==> src/rtl/dsi_video_pkg.sv <==
// Shared types and default timing for the DSI video timing generator.
// Latency: n/a (types, constants and a helper function only).
// Backpressure: n/a.
package dsi_video_pkg;

    // Two-state run control: IDLE holds everything at zero, RUN advances the raster.
    typedef enum logic {
        IDLE = 1'b0,
        RUN  = 1'b1
    } state_t;

    // Raster position counters are 16 bits, so each total must fit in 65535.
    typedef logic [15:0] cnt_t;

    localparam int DEF_H_SYNC   = 4;
    localparam int DEF_H_BP     = 6;
    localparam int DEF_H_ACTIVE = 16;
    localparam int DEF_H_FP     = 4;
    localparam int DEF_V_SYNC   = 4;
    localparam int DEF_V_BP     = 4;
    localparam int DEF_V_ACTIVE = 8;
    localparam int DEF_V_FP     = 2;
    localparam int DEF_DATA_W   = 32;

    // Total period of one axis: sync + back porch + active + front porch.
    function automatic int timing_total(input int sync_w, input int bp,
                                        input int active, input int fp);
        return sync_w + bp + active + fp;
    endfunction

endpackage

==> src/rtl/dsi_timing_counter.sv <==
// Wrap counter 0..MAX-1 with enable, synchronous clear and a wrap flag.
// Latency: count updates one cycle after en; wrap is combinational from count and en.
// Backpressure: none; en is the only advance qualifier.
module dsi_timing_counter
    import dsi_video_pkg::*;
#(
    parameter int MAX = 30
) (
    input  logic pixel_clk,
    input  logic rst,
    input  logic clr,
    input  logic en,
    output cnt_t cnt,
    output logic wrap
);

    localparam cnt_t LAST = cnt_t'(MAX - 1);

    // Wrap is asserted on the advancing cycle that returns the count to zero.
    assign wrap = en && (cnt == LAST);

    // Count register: reset/clear win, otherwise advance and wrap at LAST.
    always_ff @(posedge pixel_clk) begin
        if (rst || clr) begin
            cnt <= '0;
        end else if (en) begin
            cnt <= wrap ? '0 : cnt + cnt_t'(1);
        end
    end

endmodule

==> src/rtl/dsi_video_timing_gen.sv <==
// DPI-style video timing source: HSYNC/VSYNC, sync strobes, DATA_ENB and a pixel-index pattern.
// Latency: en seen in IDLE at edge N gives the first sync outputs at edge N+1; all outputs registered.
// Backpressure: none; frames run to completion once started, en is only sampled in IDLE and at frame end.
module dsi_video_timing_gen
    import dsi_video_pkg::*;
#(
    parameter int H_SYNC   = DEF_H_SYNC,
    parameter int H_BP     = DEF_H_BP,
    parameter int H_ACTIVE = DEF_H_ACTIVE,
    parameter int H_FP     = DEF_H_FP,
    parameter int V_SYNC   = DEF_V_SYNC,
    parameter int V_BP     = DEF_V_BP,
    parameter int V_ACTIVE = DEF_V_ACTIVE,
    parameter int V_FP     = DEF_V_FP,
    parameter int DATA_W   = DEF_DATA_W
) (
    input  logic              pixel_clk,
    input  logic              rst,
    input  logic              en,
    output logic              VSYNC,
    output logic              HSYNC,
    output logic              VSYNC_plus,
    output logic              HSYNC_plus,
    output logic              DATA_ENB,
    output logic [DATA_W-1:0] DATA,
    output logic              busy,
    output logic              frame_done
);

    localparam int H_TOTAL = timing_total(H_SYNC, H_BP, H_ACTIVE, H_FP);
    localparam int V_TOTAL = timing_total(V_SYNC, V_BP, V_ACTIVE, V_FP);

    if (H_SYNC == 0 || H_BP == 0 || H_ACTIVE == 0 || H_FP == 0 ||
        V_SYNC == 0 || V_BP == 0 || V_ACTIVE == 0 || V_FP == 0) begin : g_bad_interval
        $error("dsi_video_timing_gen: every timing interval must be non-zero");
    end
    if (H_TOTAL > 65535 || V_TOTAL > 65535) begin : g_bad_total
        $error("dsi_video_timing_gen: H_TOTAL and V_TOTAL must fit in 16 bits");
    end
    if (DATA_W < 32) begin : g_bad_width
        $error("dsi_video_timing_gen: DATA_W must be at least 32");
    end

    // Window edges in counter units (active windows are half-open).
    localparam cnt_t H_SYNC_END  = cnt_t'(H_SYNC);
    localparam cnt_t H_ACT_START = cnt_t'(H_SYNC + H_BP);
    localparam cnt_t H_ACT_END   = cnt_t'(H_SYNC + H_BP + H_ACTIVE);
    localparam cnt_t V_SYNC_END  = cnt_t'(V_SYNC);
    localparam cnt_t V_ACT_START = cnt_t'(V_SYNC + V_BP);
    localparam cnt_t V_ACT_END   = cnt_t'(V_SYNC + V_BP + V_ACTIVE);
    localparam cnt_t H_LAST      = cnt_t'(H_TOTAL - 1);
    localparam cnt_t V_LAST      = cnt_t'(V_TOTAL - 1);

    state_t state_q;
    state_t state_d;

    cnt_t h_cnt;
    cnt_t v_cnt;
    logic h_wrap;
    logic v_wrap;
    logic running;

    logic              enb_nxt;
    logic [DATA_W-1:0] data_nxt;

    assign running = (state_q == RUN);

    dsi_timing_counter #(.MAX(H_TOTAL)) u_h_cnt (
        .pixel_clk (pixel_clk),
        .rst       (rst),
        .clr       (!running),
        .en        (running),
        .cnt       (h_cnt),
        .wrap      (h_wrap)
    );

    // The line counter advances on each horizontal wrap; its own wrap marks frame end.
    dsi_timing_counter #(.MAX(V_TOTAL)) u_v_cnt (
        .pixel_clk (pixel_clk),
        .rst       (rst),
        .clr       (!running),
        .en        (h_wrap),
        .cnt       (v_cnt),
        .wrap      (v_wrap)
    );

    // Run control: start on en from IDLE, and only re-check en at the last cycle of a frame.
    always_comb begin
        state_d = state_q;
        case (state_q)
            IDLE:    if (en) state_d = RUN;
            RUN:     if (v_wrap && !en) state_d = IDLE;
            default: state_d = IDLE;
        endcase
    end

    // State register; reset overrides any pending start.
    always_ff @(posedge pixel_clk) begin
        if (rst) begin
            state_q <= IDLE;
        end else begin
            state_q <= state_d;
        end
    end

    // Active-window qualifier and the {line, pixel} index pattern for the current position.
    always_comb begin
        enb_nxt  = (h_cnt >= H_ACT_START) && (h_cnt < H_ACT_END) &&
                   (v_cnt >= V_ACT_START) && (v_cnt < V_ACT_END);
        data_nxt = '0;
        if (enb_nxt) begin
            data_nxt[31:0] = {v_cnt - V_ACT_START, h_cnt - H_ACT_START};
        end
    end

    // Registered decode of the raster position; everything is zero outside RUN.
    always_ff @(posedge pixel_clk) begin
        if (rst || !running) begin
            VSYNC      <= 1'b0;
            HSYNC      <= 1'b0;
            VSYNC_plus <= 1'b0;
            HSYNC_plus <= 1'b0;
            DATA_ENB   <= 1'b0;
            DATA       <= '0;
            busy       <= 1'b0;
            frame_done <= 1'b0;
        end else begin
            VSYNC      <= (v_cnt < V_SYNC_END);
            HSYNC      <= (h_cnt < H_SYNC_END);
            VSYNC_plus <= (h_cnt == '0) && (v_cnt == '0);
            HSYNC_plus <= (h_cnt == '0);
            DATA_ENB   <= enb_nxt;
            DATA       <= data_nxt;
            busy       <= 1'b1;
            frame_done <= (h_cnt == H_LAST) && (v_cnt == V_LAST);
        end
    end

endmodule

==> config.mk <==
export PLATFORM = sky130hd
export DESIGN_NAME = dsi_video_timing_gen
export DESIGN_NICKNAME = d
export VERILOG_FILES = /design/src/rtl/dsi_video_pkg.sv /design/src/rtl/dsi_timing_counter.sv /design/src/rtl/dsi_video_timing_gen.sv
export SDC_FILE = /design/constraint.sdc
export NUM_CORES = 1
export LEC_CHECK = 0
export CAP_MARGIN = 10
export CORE_ASPECT_RATIO = 2
export CORE_UTILIZATION = 49
export DETAILED_ROUTE_END_ITERATION = 7
export GPL_ROUTABILITY_DRIVEN = 0
export GPL_TIMING_DRIVEN = 0
export PLACE_DENSITY_LB_ADDON = 0.05
export SLEW_MARGIN = 0
export SYNTH_ARGS = -nofsm -noshare
export SYNTH_HDL_FRONTEND = slang
export SYNTH_HIERARCHICAL = 1
export SYNTH_SLANG_ARGS = --single-unit
==> constraint.sdc <==
create_clock -name pixel_clk -period 2.1 [get_ports pixel_clk]
set_clock_uncertainty 0.2 [all_clocks]
set_input_delay 0.525 -clock pixel_clk [delete_from_list [all_inputs] [get_ports pixel_clk]]
set_output_delay 0.525 -clock pixel_clk [all_outputs]
set_load 0.03 [all_outputs]
==> impl_metrics.tcl, run 1 <==
set metrics [dict create \
    vias_per_cell 5.35 \
    placed_area_mm2 0.00362 \
    final-max-slew-violation-count 0 \
    yosysTopAreaCell "dfxtp_1" \
    p_switching_w 0.000579 \
    row_count 40 \
    cts_buffer_depth 2 \
    fin_util 0.697 \
    finalSetupViolations 18 \
    holdWs_ns 0.323 \
    drtIter0Drc 141 \
    numPortBuffers 41 \
    status "complete, but fails checks" \
    p_leak_nw 1.51 \
    dp_slack_ns -0.698 \
    power_density_mw_per_mm2 702 \
    grt_max_degree 12 \
    antenna_found_initial 0 \
    vias 2566 \
    die_area_mm2 0.00662 \
    dieHeight_um 114 \
    avgRoutedWirePerCell_um 15.0 \
    sw_frac_of_total 0.195 \
    synth-warning-count 6 \
    ys_top_cells_by_area "dfxtp_1 47%, nor3_1 5.7%, xnor2_1 4.6%" \
    cap_violations 0 \
    grt_pass1_wl_um 11700 \
    max_freq_ghz 0.440 \
    rrSetupSlack_ns -0.17 \
    post-route-period-util 1.08 \
    drive_above_1_share 0.242 \
    cell_internal_pwr_w 0.00239 \
    numCtsBuffers 9 \
    die_w_um 58.1 \
    total_power_w 0.00297 \
    area_delta_synth_final_pct 37.1 \
    fin_crit_ns 2.27 \
    grt_usage 0.236 \
    synth.net_count 335 \
    grt_pass1_vias 2501 \
    core_mm2 0.00606 \
    ys_types 42 \
    synth_ff_type "dfxtp_1" \
    fill_cells 488 \
    cts_sinks 72 \
    ant_nets 0 \
    ys_ff_latch 72 \
    tritoncts "built" \
    cp_data_arrival_time_ns 2.28 \
    hold_path.class "reg -> reg" \
    finalInstanceArea_mm2 0.00422 \
    start_util 0.508 \
    critPathRequiredTime_ns 2.11 \
    cp_max_fo 8 \
    h-tree-depth 3 \
    diodes 0 \
    clk_pin_slew_ns 0.05 \
    ys_seq_area_frac 0.468 \
    synth_top_area_frac 0.468 \
    regArea_mm2 0.00147 \
    cts_root_buffer "clkbuf_16" \
    setup_ws_ns -0.172 \
    drc 3 \
    p_clk_frac 0.509 \
    end_kind "flop" \
    clk_latency_ns 0.33 \
    synthCells 324 \
    syn_area_mm2 0.00308 \
    worst-setup-path-type "reg -> reg" \
    synth-edff-count 0 \
    ys_async_sr_fraction 0 \
    dp_hpwl_um 4880 \
    multiInputGateArea_mm2 0.00164 \
    hold_violations 0 \
    routed_wl_um 7220 \
    pin_count 42 \
    overflow 0 \
    sequentialPowerShare 0.463 \
    tightest_slew_ns 0.526 \
    peakVddDrop_uv 575 \
    pwr-share-comb 0.028 \
    relSlewSlack 0.648 \
    violations "design-rule violations, negative setup slack" \
    setup.worst_path.start_class "flop" \
    syn_avg_cell_area_um2 9.50 \
    first_pass_iters 6 \
    num-nets-final 402 \
    rsz0062_at_grt "yes" \
]
-- per-stage QoR --
stage | instances | setup TNS, ns
finish | 480 | -2.45
global route | 480 | -7.77
CTS | 478 | -1.83
detailed placement | 449 | -26.07
global placement | 449 | -24.62
floorplan | 324 | 0
-- power by group through the flow --
| stage | Combinational [W] | Clock [W] | Sequential (W) |
|---|---|---|---|
| after floorplan | 0.0000286 | 0 | 0.00142 |
| after global placement | 0.0000634 | 0 | 0.00141 |
| after detailed placement | 0.0000638 | 0 | 0.00141 |
| after CTS | 0.0000773 | 0.00154 | 0.00137 |
| after global routing | 0.0000885 | 0.00159 | 0.00137 |
| final | 0.0000835 | 0.00151 | 0.00137 |
-- cells by family (layout without fill, tap and decap cells) --
family          Yosys count  after routing  synth area share
buf+inv                  30            102            0.0484
mux                       1              1           0.00325
simple gates            170            170             0.332
flops                    72             72             0.468
compound gates           12             12            0.0272
xor+xnor                 31             31            0.0882
fa+ha+maj                 8              8            0.0325
-- metal layers --
metal  vias to the layer above  routed length, um  track usage
li1                       1271                  -            -
met1                      1219               2720        0.226
met3                        25                182       0.0655
met4                         0                326        0.152
met2                        51               3990        0.423
met5                         -                  0            0
-- worst max-delay path, cell delays in order (launching register included) --
cell	delay [ns]
dfxtp_2	0.39
nor4_1	0.30
nand4_1	0.16
inv_1	0.10
buf_6	0.11
and4bb_2	0.22
nand4_1	0.22
buf_4	0.23
a2bb2oi_2	0.15
nor3_2	0.05
-- what timing repair did --
action	CTS	global route
buffers inserted	12	1
hold buffers	0	0
pin swaps	17	9
gates cloned	1	1
resized for setup	39	17
endpoints found under the setup margin	52	60
-- Yosys cell counts (all sizes together), types with 2 or more instances --
library cell and number:
dfxtp 72, nor3 42, nor2 38, nor4 21, inv 17, nand4 17, xnor2 16, nand2 15
xor2 15, nand3 13, buf 10, ha 8, nand2b 4, or4 4, a21oi 3, and4 3
clkbuf 3, nand3b 3, nor2b 3, a21boi 2, a2bb2oi 2, nor4b 2
-- flip-flops by register name (all words and copies together) (netlist names) --
register,cells
running,1
u_v_cnt/cnt,16
DATA,32
HSYNC,1
VSYNC_plus,1
busy,1
DATA_ENB,1
HSYNC_plus,1
u_h_cnt/cnt,16
frame_done,1
VSYNC,1
-- cells in the final DEF, fill, tap and decap left out, drive strengths merged, types with 2 or more instances in the layout --
cell and instances:
nand3b 3, nand2b 4, a2bb2oi 2, nor4 21, and4 3, a21oi 3, a21boi 2, dfxtp 72
nor2 38, nand3 13, nor4b 2, ha 8, xor2 15, or4 4, buf 25, nor3 42
clkbuf 16, clkinv 2, clkdlybuf4s50 40, xnor2 16, nand2 15, nand4 17, inv 17, nor2b 3
-- worst paths after layout --
check | from | end | cells past startpoint
worst min register to register | running | running | 2
worst max register to register | u_h_cnt/cnt[5] | u_v_cnt/cnt[1] | 9
worst min-delay path | running | running | 2
worst max-delay path | u_h_cnt/cnt[5] | u_v_cnt/cnt[1] | 9
-- final cells by class --
cell class,instances,share of cell area
Sequential cell,72,0.348
Clock inverter,3,0.00948
Tap cell,84,0.0249
Multi-Input combinational cell,222,0.388
Buffer,13,0.0267
Inverter,17,0.0157
Clock buffer,13,0.0616
Timing Repair Buffer,56,0.126
(Power assumes the default switching activity.)
==> run 2, diff against run 1 <==
- CORE_MARGIN: default -> 2
==> run 2 against run 1 <==
  * The flow finishes with violations (negative setup slack)
  * Die area increased by 5.3%
  * Clock power about the same
  * Final cell count unchanged
  * Non-clock buffer count unchanged
  * Fmax increased by 0.60%
  * Sequential power about the same
  * Combinational power decreased by 5.3%
  * Via count decreased by 1.7%
  * Wire length decreased by 0.29%
  * Sequential share of layout area increased by 0.050 points
  * Highest routed layer unchanged
==> impl_metrics.tcl, run 2 (synthesis gave the netlist of run 1 again) <==
set metrics [dict create \
    status "complete, but fails checks" \
    violations "negative setup slack" \
    post-place-cells 449 \
    row_count 40 \
    relSlewSlack 0.576 \
    final-max-slew-violation-count 0 \
    finalSetupViolations 19 \
    dp_hpwl_um 5010 \
    hold_violations 0 \
    setup_ws_ns -0.158 \
    fin_tns_setup_ns -2.14 \
    tightest_slew_ns 0.634 \
    largestRegisters "DATA x32, u_h_cnt/cnt x16, u_v_cnt/cnt x16" \
    hold_path.class "reg -> reg" \
    antenna_found_initial 0 \
    area_delta_synth_final_pct 37.1 \
    cts_sinks 72 \
    cts_root_buffer "clkbuf_16" \
    drtIter0Drc 96 \
    numCtsBuffers 9 \
    overflow 0 \
    largest_register_ffs 32 \
    hp-start "running" \
    cts_hold_buf 0 \
    tritoncts "built" \
    vias_per_cell 5.25 \
    clk_latency_ns 0.33 \
    numPortBuffers 41 \
    cp-startpoint "u_h_cnt/cnt[1]" \
    worst-setup-path-type "reg -> reg" \
    rr_startpoint "u_h_cnt/cnt[1]" \
    num-nets-final 402 \
    layout_common_cells "57 x dfxtp_1, 40 x clkdlybuf4s50_1, 32 x nor2_1" \
    drive_above_1_share 0.258 \
    cts_buffer_depth 2 \
    regMostFlops "DATA" \
    vias 2522 \
    dieHeight_um 116 \
    start_util 0.508 \
    grt_usage 0.225 \
    fill_cells 495 \
    avgRoutedWirePerCell_um 15.0 \
    post-route-period-util 1.08 \
    setup.worst_path.start_class "flop" \
    ant_nets 0 \
    p_leak_nw 1.51 \
    multiInputGateArea_mm2 0.00164 \
    routed_wl_um 7200 \
    grt_max_degree 13 \
    clk_pin_slew_ns 0.05 \
    layout_commonest_cell "dfxtp_1" \
    grt_pass1_wl_um 11500 \
    die_w_um 60.1 \
    diodes 0 \
    fin_util 0.697 \
    core_mm2 0.00606 \
    stdcell_count 480 \
    end_kind "flop" \
    critPathRequiredTime_ns 2.12 \
    drc 0 \
    cap_violations 0 \
    power_density_mw_per_mm2 702 \
    first_pass_iters 4 \
    h-tree-depth 3 \
    max_freq_ghz 0.443 \
    fin_crit_ns 2.26 \
    cp_max_fo 5 \
    peakVddDrop_uv 540 \
    placed_area_mm2 0.00362 \
    pin_count 42 \
    finalInstanceArea_mm2 0.00422 \
    regArea_mm2 0.00147 \
    rsz0062_at_grt "yes" \
    die_area_mm2 0.00697 \
    cp_data_arrival_time_ns 2.28 \
    grt_pass1_vias 2465 \
]
run 2: through the flow:
stage          setup WS, ns  power, W  hold slack (ns)
6_report             -0.158   0.00296            0.340
5_1_grt              -0.255   0.00304            0.376
4_1_cts              -0.166   0.00298            0.323
3_5_place_dp         -0.676   0.00147            0.312
3_3_place_gp         -0.633   0.00147            0.309
2_1_floorplan      0.000278   0.00145            0.270
run 2: report_power, final:
part | internal [W] | leakage, nW | switching, W
clock network | 0.000949 | 0.145 | 0.000562
registers | 0.00137 | 0.590 | 0.00000338
logic | 0.0000354 | 0.773 | 0.0000437
run 2: worst max-delay path, stage by stage, from the launching register on:
cell      delay, ns
dfxtp_4        0.35
inv_4          0.05
ha_4           0.11
nor4b_4        0.17
nand4_1        0.16
inv_1          0.11
buf_6          0.11
and4bb_2       0.21
nand4_1        0.22
nand2_2        0.25
buf_6          0.15
nor2_1         0.04
run 2: final timing paths:
check	end	slack [ns]	cells after the start
setup reg to reg	u_v_cnt/cnt[3]	-0.16	11
hold reg to reg	u_h_cnt/cnt[1]	0.34	2
setup / recovery	u_v_cnt/cnt[3]	-0.16	11
hold / removal	u_h_cnt/cnt[1]	0.34	2
run 2: repair_timing:
item                                    in CTS  in global routing
buffers inserted                             7                  7
pin swaps                                   11                  3
gates resized for setup                     27                 29
gates cloned                                 1                  0
endpoints found under the setup margin      52                 52
run 2: cell type report:
class | instances | area share
inverter | 17 | 0.0157
sequential | 72 | 0.348
clock buffer | 11 | 0.0575
clock inverter | 5 | 0.0133
multi-input combinational | 222 | 0.389
timing repair buffer | 56 | 0.126
buffer | 13 | 0.0252
tap | 84 | 0.0249
run 2: layer usage:
layer,vias to the layer above,GRT usage,part of all wire
met5,-,0,0
met4,0,0.138,0.027
met3,15,0.0476,0.027
met2,36,0.414,0.58
met1,1203,0.216,0.36
li1,1268,-,-
